==> src/rtl/draw_sequencer.sv <==
// Frame-synchronised draw scheduler.
// For each pass it optionally clears the framebuffer to a background colour.
// It then walks line_id over LINE_CNT geometry entries and handshakes every line with an
// external rasteriser (draw_start / draw_done).
// While the sequencer is idle or finished, the framebuffer port belongs to display scan.
module draw_sequencer #(
   parameter int unsigned XY_BITW       = 16,
   parameter int unsigned LINE_CNT      = 12,
   parameter int unsigned COLORW        = 3,
   parameter int unsigned FB_WIDTH      = 16,
   parameter int unsigned FB_HEIGHT     = 16,
   parameter int unsigned CLEAR_EN      = 1,
   parameter int unsigned BG_COLOR      = 0,
   parameter int unsigned GEOM_LAT      = 1,
   parameter int unsigned REDRAW_FRAMES = 1,
   localparam int unsigned LINEW        = (LINE_CNT > 1) ? $clog2(LINE_CNT) : 1
) (
   input  logic               clk,
   input  logic               rst,
   input  logic               enable,
   input  logic               mode,
   input  logic               frame,
   output logic [LINEW-1:0]   line_id,
   input  logic [COLORW-1:0]  line_color,
   output logic               draw_start,
   input  logic               drawing,
   input  logic               draw_done,
   input  logic [XY_BITW-1:0] dl_x,
   input  logic [XY_BITW-1:0] dl_y,
   input  logic [XY_BITW-1:0] sx,
   input  logic [XY_BITW-1:0] sy,
   output logic               fb_we,
   output logic [XY_BITW-1:0] fb_x,
   output logic [XY_BITW-1:0] fb_y,
   output logic [COLORW-1:0]  fb_color,
   output logic               busy,
   output logic               done
);

   localparam int unsigned CXW  = (FB_WIDTH > 1) ? $clog2(FB_WIDTH) : 1;
   localparam int unsigned CYW  = (FB_HEIGHT > 1) ? $clog2(FB_HEIGHT) : 1;
   localparam int unsigned FCW  = (REDRAW_FRAMES > 1) ? $clog2(REDRAW_FRAMES) : 1;
   localparam int unsigned LATW = 2;

   localparam logic [CXW-1:0]    CX_LAST   = CXW'(FB_WIDTH - 1);
   localparam logic [CYW-1:0]    CY_LAST   = CYW'(FB_HEIGHT - 1);
   localparam logic [FCW-1:0]    FC_LAST   = FCW'(REDRAW_FRAMES - 1);
   localparam logic [LATW-1:0]   LAT_LAST  = LATW'(GEOM_LAT);
   localparam logic [LINEW-1:0]  LINE_LAST = LINEW'(LINE_CNT - 1);
   localparam logic [COLORW-1:0] BG        = COLORW'(BG_COLOR);

   typedef enum logic [2:0] {
      StIdle,
      StClear,
      StInit,
      StDraw,
      StDone
   } state_e;

   state_e           state_q;
   logic [LINEW-1:0] line_id_q;
   logic             draw_start_q;
   logic [CXW-1:0]   cx_q;
   logic [CYW-1:0]   cy_q;
   logic [FCW-1:0]   frame_cnt_q;
   logic [LATW-1:0]  lat_cnt_q;

   // Where a pass begins: clear pass first when enabled, otherwise straight to geometry.
   state_e start_state;
   assign start_state = (CLEAR_EN != 0) ? StClear : StInit;

   // Sequencer FSM with registered line_id / draw_start.
   always_ff @(posedge clk) begin
      if (rst) begin
         state_q      <= StIdle;
         line_id_q    <= '0;
         draw_start_q <= 1'b0;
         cx_q         <= '0;
         cy_q         <= '0;
         frame_cnt_q  <= '0;
         lat_cnt_q    <= '0;
      end else begin
         draw_start_q <= 1'b0;
         case (state_q)
            StIdle: begin
               line_id_q   <= '0;
               cx_q        <= '0;
               cy_q        <= '0;
               frame_cnt_q <= '0;
               lat_cnt_q   <= '0;
               if (enable && frame) begin
                  state_q <= start_state;
               end
            end

            StClear: begin
               if (!enable) begin
                  state_q <= StIdle;
                  cx_q    <= '0;
                  cy_q    <= '0;
               end else if (cx_q == CX_LAST) begin
                  cx_q <= '0;
                  if (cy_q == CY_LAST) begin
                     cy_q    <= '0;
                     state_q <= StInit;
                  end else begin
                     cy_q <= cy_q + CYW'(1);
                  end
               end else begin
                  cx_q <= cx_q + CXW'(1);
               end
            end

            // Give the geometry source GEOM_LAT cycles to settle on the new line_id.
            StInit: begin
               if (!enable) begin
                  state_q   <= StIdle;
                  lat_cnt_q <= '0;
                  line_id_q <= '0;
               end else if (lat_cnt_q == LAT_LAST) begin
                  lat_cnt_q    <= '0;
                  draw_start_q <= 1'b1;
                  state_q      <= StDraw;
               end else begin
                  lat_cnt_q <= lat_cnt_q + LATW'(1);
               end
            end

            // A line in flight always completes; abort is only honoured at draw_done.
            StDraw: begin
               if (draw_done) begin
                  if (!enable) begin
                     state_q   <= StIdle;
                     line_id_q <= '0;
                  end else if (line_id_q == LINE_LAST) begin
                     state_q   <= StDone;
                     line_id_q <= '0;
                  end else begin
                     line_id_q <= line_id_q + LINEW'(1);
                     state_q   <= StInit;
                  end
               end
            end

            StDone: begin
               if (!enable) begin
                  state_q     <= StIdle;
                  frame_cnt_q <= '0;
               end else if (!mode) begin
                  frame_cnt_q <= '0;
               end else if (frame) begin
                  if (frame_cnt_q == FC_LAST) begin
                     frame_cnt_q <= '0;
                     state_q     <= start_state;
                  end else begin
                     frame_cnt_q <= frame_cnt_q + FCW'(1);
                  end
               end
            end

            default: begin
               state_q <= StIdle;
            end
         endcase
      end
   end

   assign line_id    = line_id_q;
   assign draw_start = draw_start_q;

   // Framebuffer port steering and status decode.
   always_comb begin
      fb_we    = 1'b0;
      fb_x     = sx;
      fb_y     = sy;
      fb_color = '0;
      busy     = 1'b0;
      done     = 1'b0;
      case (state_q)
         StClear: begin
            fb_we    = 1'b1;
            fb_x     = XY_BITW'(cx_q);
            fb_y     = XY_BITW'(cy_q);
            fb_color = BG;
            busy     = 1'b1;
         end
         StInit: begin
            busy = 1'b1;
         end
         StDraw: begin
            fb_we    = drawing;
            fb_x     = dl_x;
            fb_y     = dl_y;
            fb_color = line_color;
            busy     = 1'b1;
         end
         StDone: begin
            done = 1'b1;
         end
         default: begin
         end
      endcase
   end

endmodule

==> config.mk <==
export PLATFORM = sky130hd
export DESIGN_NAME = draw_sequencer
export DESIGN_NICKNAME = d
export VERILOG_FILES = /design/src/rtl/draw_sequencer.sv
export SDC_FILE = /design/constraint.sdc
export NUM_CORES = 1
export LEC_CHECK = 0
export ABC_AREA = 1
export BUFFER_PORTS_ARGS = -buffer_cell sky130_fd_sc_hd__buf_2
export CAP_MARGIN = 20
export CORE_ASPECT_RATIO = 0.8
export CORE_MARGIN = 1.5
export CORE_UTILIZATION = 39
export DETAILED_ROUTE_END_ITERATION = 7
export PLACE_DENSITY = 0.81
export SKIP_LAST_GASP = 1
export SLEW_MARGIN = 20
export SYNTH_ARGS = -nofsm -noshare
export SYNTH_HDL_FRONTEND = slang
export SYNTH_SLANG_ARGS = --single-unit
==> constraint.sdc <==
create_clock -name clk -period 1.5 [get_ports clk]
set_input_delay 0.15 -clock clk [delete_from_list [all_inputs] [get_ports clk]]
set_output_delay 0.15 -clock clk [all_outputs]
set_load 0.05 [all_outputs]
**After elaboration in Yosys (flattened, before gate mapping)**

Index checks and enable logic that the tools add are counted.

- Flip-flop bits (word level): 19
- Input port bits: 74
- Output and inout bits: 43
- Word-level logic and storage cells: 85

- Add/sub/neg operators: 5
- Eq/ne operators: 18
- Multiplexer cells: 41
- Bitwise operators: 2
- Reductions and logical operators: 12

Operators by type and width:

| cell | number |
|---|---|
| one-hot mux 16 bit (2 select lines) | 2 |
| two-way mux 3 bit | 14 |
| two-way mux 4 bit | 9 |
| != test 3 bit, second input constant | 6 |
| one-hot mux 4 bit (2 select lines) | 2 |
| one-hot mux 3 bit (5 select lines) | 1 |
| adder 4 x 1 -> 4 bit, second input constant | 3 |
| == test 4 bit, second input constant | 3 |
| one-hot mux 4 bit (3 select lines) | 1 |
| AND reduction 8 bit | 1 |
| two-way mux 1 bit | 7 |
| == test 3 x 2 -> 1 bit, second input constant | 2 |
| != test 2 bit, second input constant | 3 |
| nonzero test 2 bit | 3 |
| OR reduction 3 bit | 2 |
| two-way mux 2 bit | 2 |
| != test 4 bit, second input constant | 1 |
| one-hot mux 1 bit (2 select lines) | 2 |
| one-hot mux 2 bit (2 select lines) | 1 |
| AND reduction 2 bit | 2 |
| == test 3 x 1 -> 1 bit, second input constant | 1 |
| == test 3 bit, second input constant | 1 |
| zero test 3 bit | 1 |
| AND reduction 3 bit | 1 |
| 6 further kinds | 7 |

**Longest topological paths before layout**

- Depth in word-level cells: 6
- Mapped depth: 9
- Depth with buffers taken out: 9

**Worst setup path after synthesis**

OpenSTA, ideal clock, no wires.

- Kind: flip-flop to output port
- Start point: register state_q[1]
- End point: output port fb_color[0]
- Data arrival time: 1.643 ns
- Data required time: 1.350 ns
- Path slack: -0.293 ns
- Cell stages (with the launch flop): 6
- Buffers on the path: 1
- Cell sequence: dfxtp_1 > nand2_1 > nor2_2 > buf_2 > inv_1 > nor2_1

- Longest elaborated chain between the ends: 2

Ends and longest elaborated chain:

| element | RTL line | RTL |
|---|---|---|
| start, declared | 60 | `state_e state_q;` |
| start signal, assigned | 75 | `state_q <= StIdle;` |
| start signal, assigned | 92 | `state_q <= start_state;` |
| start signal, assigned | 98 | `state_q <= StIdle;` |
| == test 3 x 2 -> 1 bit | 179 | `case (state_q)` |
| two-way mux 3 bit | 179 |  |
| end, declared | 35 | `output logic [COLORW-1:0] fb_color,` |

Every way passes these cells.

**Worst setup path after layout**

- Start point: register state_q[1]
- End point: output port fb_y[2]

- Longest elaborated chain between the ends: 2
- Elaborated cells on any way between the ends: 3
- Classes of those cells: eq/ne: 2; mux: 1

Ends and longest elaborated chain:

| element | RTL line | RTL |
|---|---|---|
| == test 3 x 2 -> 1 bit or == test 3 x 1 -> 1 bit (tied branches) | 179 |  |
| one-hot mux 16 bit (2 select lines) (*) | 179 |  |
| end, declared | 34 | `output logic [XY_BITW-1:0] fb_y,` |

Mark *: on every way between the ends. The rest lies on a longest branch, timed or not.

==> results.md <==
- Routed wl met3: 447 um
- Min Hold Slack: 0.171 ns
- Critical Path Fanout Max: 6
- DRC Markers: 0
- CTS root buf: clkbuf_8
- Routed wire length per instance: ~15 um
- Seq/Total Area, Yosys: 0.259
- Post-DP HPWL: 3890 um
- CP Data Required Time: 1.35 ns
- Die width: 69.7 um
- Max-cap violations: 0
- Wl on met1: 2360 um
- Final setup margin: -0.0740 ns
- P per Cell Area: 2090 mW/mm^2
- Worst path cell trace: nand2_4 -> nor2_4 -> buf_6 -> nand2_1 -> o211ai_1 -> buf_4
- FF-to-FF End: line_id[3]
- Starting DRC count in detailed routing: roughly 160
- Area leader, netlist: dfxtp_1
- Final core utilization: 0.755
- Setup WS pre-CTS: 0.0112 ns
- Net count after synthesis: roughly 300
- Slowest cell on crit path: dfxtp_4
- Routed via count: about 2100
- Port-buffer cells: 116
- ANT nets after route: 0
- Top post-synthesis cells by area: dfxtp_1 (26%), nand2_1 (16%), a22o_1 (15%)
- Highest metal layer with signal wires: met4
- Clock sinks: 18
- Number of synthesized register bits: 18
- Max Transition Viols Final: 0
- Crit start category: flop
- Drt first pass iters: 4
- Fin crit period: around 1.6 ns
- H-tree levels: 1
- Status: finished, violations left
- Layout area overhead: 86.0%
- Hold Vio Cnt, Final: 0
- Clock Path Buffers: 2
- Yosys cell types: 21
- Initial Utilization: 0.406
- Synth top area share: 0.259
- Ys Warns: 0
- Post-synth ARST share: 0
- RR Startpoint: state_q[0]
- Reg2reg path depth: 7
- Final Cycle Share: 1.05
- Top cells by count, synth: nand2_1 (58), nor2_1 (25), a22o_1 (24), inv_1 (23), nand3_1 (20)
- Syn Area/Cell: 6.28 sq um
- Mapped Area: 0.00139 sq mm
- Vias in the first global route: 1875
- Synth Instances: 221
- Via density: 5.32
- Total grt overflow: 0
- Num CTS Buffers: 3
- Clock Latency Late Sink: 0.26 ns
- Antenna violations before repair: 0
- Layout cells sized above 1: 0.572
- Fin nets: 433
- Kind of critical path: flop to primary output
- Top FF cell, synth: dfxtp_1
- Internal reg-to-reg setup slack: 0.02 ns
- Placed cells: 379
- Total die area: 0.00393 sq mm
- Post-route insts no fill: ~400
- Count leader, synth: nand2_1
- Worst-Margin Slew: roughly 0.32 ns
- I/O pin total: 117
- Clk pin slew, worst setup/hold paths: 0.07 ns
- HP Class: input port to flop
- Routed length on met2: between 2000 and 3000 um
- Clock Skews: 0.00347 ns
- Largest net degree at the start of global routing: 14
- Highest Clock Rate: between 600 and 700 MHz
- Number of flops mapped to enable cells by yosys: 0
- Cell family with most CP delay: buffers and inverters
- Routability cong.: 0.925
- Worst hold start: rst
- CP bufs+invs: 2
- Final setup violation count: 32
- Leak: 1.36 nW
- Max stage delay on crit path: 0.38 ns
- CTS tree: built
- Failing checks: negative setup slack
- Arrival @ worst endpoint: 1.42 ns
- Core area: 0.00342 sq mm
- Worst slew margin: 0.787
- Worst Hold Path EP: line_id[0]
- Hold path depth: 2
- Crit path capture type: primary output
- Peak supply drop: 1530 uV
- Global-route wire length before repair: 8400 um
- Chip height: 56.4 um
- Final WL: ~6000 um
- Num rows: 19
- RSZ-0062 raised after global routing: yes
- N_diodes: 0
- Gr usage total: 0.264
## state kept, by name, summed over array words and instances (netlist names)
signal / count
cx_q: 4
state_q: 3
cy_q: 4
lat_cnt_q: 2
draw_start: 1
line_id: 4
## per-layer routing
metal	global-route usage	vias up
li1	-	1017
met5	0	-
met3	0.0521	16
met1	0.328	959
met4	0.0549	0
met2	0.477	119
## cell families (layout without fill, tap and decap cells)
logic type / count (synthesis) / after routing / synth area share
and+or+nand+nor: 115 / 115 / 0.351
AOI/OAI and AO/OA: 47 / 47 / 0.245
buffers and inverters: 35 / 169 / 0.0982
DFF: 18 / 18 / 0.259
adders and majority gates: 3 / 3 / 0.0270
xor gates and xnor gates: 3 / 3 / 0.0189
## final cells by class
class | count | area [sq um]
fill | 242 | 840
timing repair buffer | 140 | 958
inverter | 25 | 98.8
tap | 42 | 52.6
clock buffer | 4 | 55.1
multi-input combinational | 168 | 1040
sequential | 18 | 374
## placed cells by master, fill, tap and decap left out, types with 2 or more instances in the layout
cell,count
buf_2,79
nand2_1,48
buf_4,37
a22o_2,21
inv_1,20
buf_6,20
nor2_1,19
nand3_1,16
dfxtp_1,13
a21oi_1,9
nand2_2,7
nand4_1,6
o21ai_0,6
nor2_4,4
o211ai_1,4
nor2_2,4
nand3_2,4
clkbuf_8,4
buf_8,4
nand2_4,3
inv_2,3
xor2_1,3
dfxtp_4,3
inv_4,2
a22o_1,2
o21ai_2,2
ha_1,2
dfxtp_2,2
## stage by stage
stage	setup TNS [ns]	total power, mW	area, sq um
2_1_floorplan	-0.576	3.24	1460
3_3_place_gp	0	3.92	2120
3_5_place_dp	0	3.95	2120
4_1_cts	-1.10	4.94	2420
5_1_grt	-3.21	5.67	2580
6_report	-1.20	5.41	2580
## worst max-delay path by stage
stage	startpoint	end	slack, ns	cells past startpoint
floorplan	state_q[2]	fb_x[0]	-0.13	4
global placement	state_q[1]	fb_y[2]	0.002	6
detailed placement	state_q[2]	fb_x[0]	0.01	6
CTS	state_q[1]	fb_x[0]	-0.06	6
global route	state_q[0]	fb_y[1]	-0.12	6
finish	state_q[1]	fb_y[2]	-0.07	6
## what timing repair did
| action | CTS | global route |
|---|---|---|
| resized for setup | 68 | 39 |
| pin swaps | 3 | 5 |
| hold buffers | 0 | 0 |
| gates cloned | 3 | 0 |
| setup endpoints to repair | 36 | 45 |
| buffers inserted | 5 | 6 |
## report_power, final
| group | switching (mW) | internal, mW | total [mW] |
|---|---|---|---|
| combinational | 2.71 | 1.63 | 4.34 |
| clock | 0.168 | 0.234 | 0.402 |
| sequential | 0.103 | 0.566 | 0.669 |
| total | 2.98 | 2.43 | 5.41 |
(Power assumes the default switching activity.)
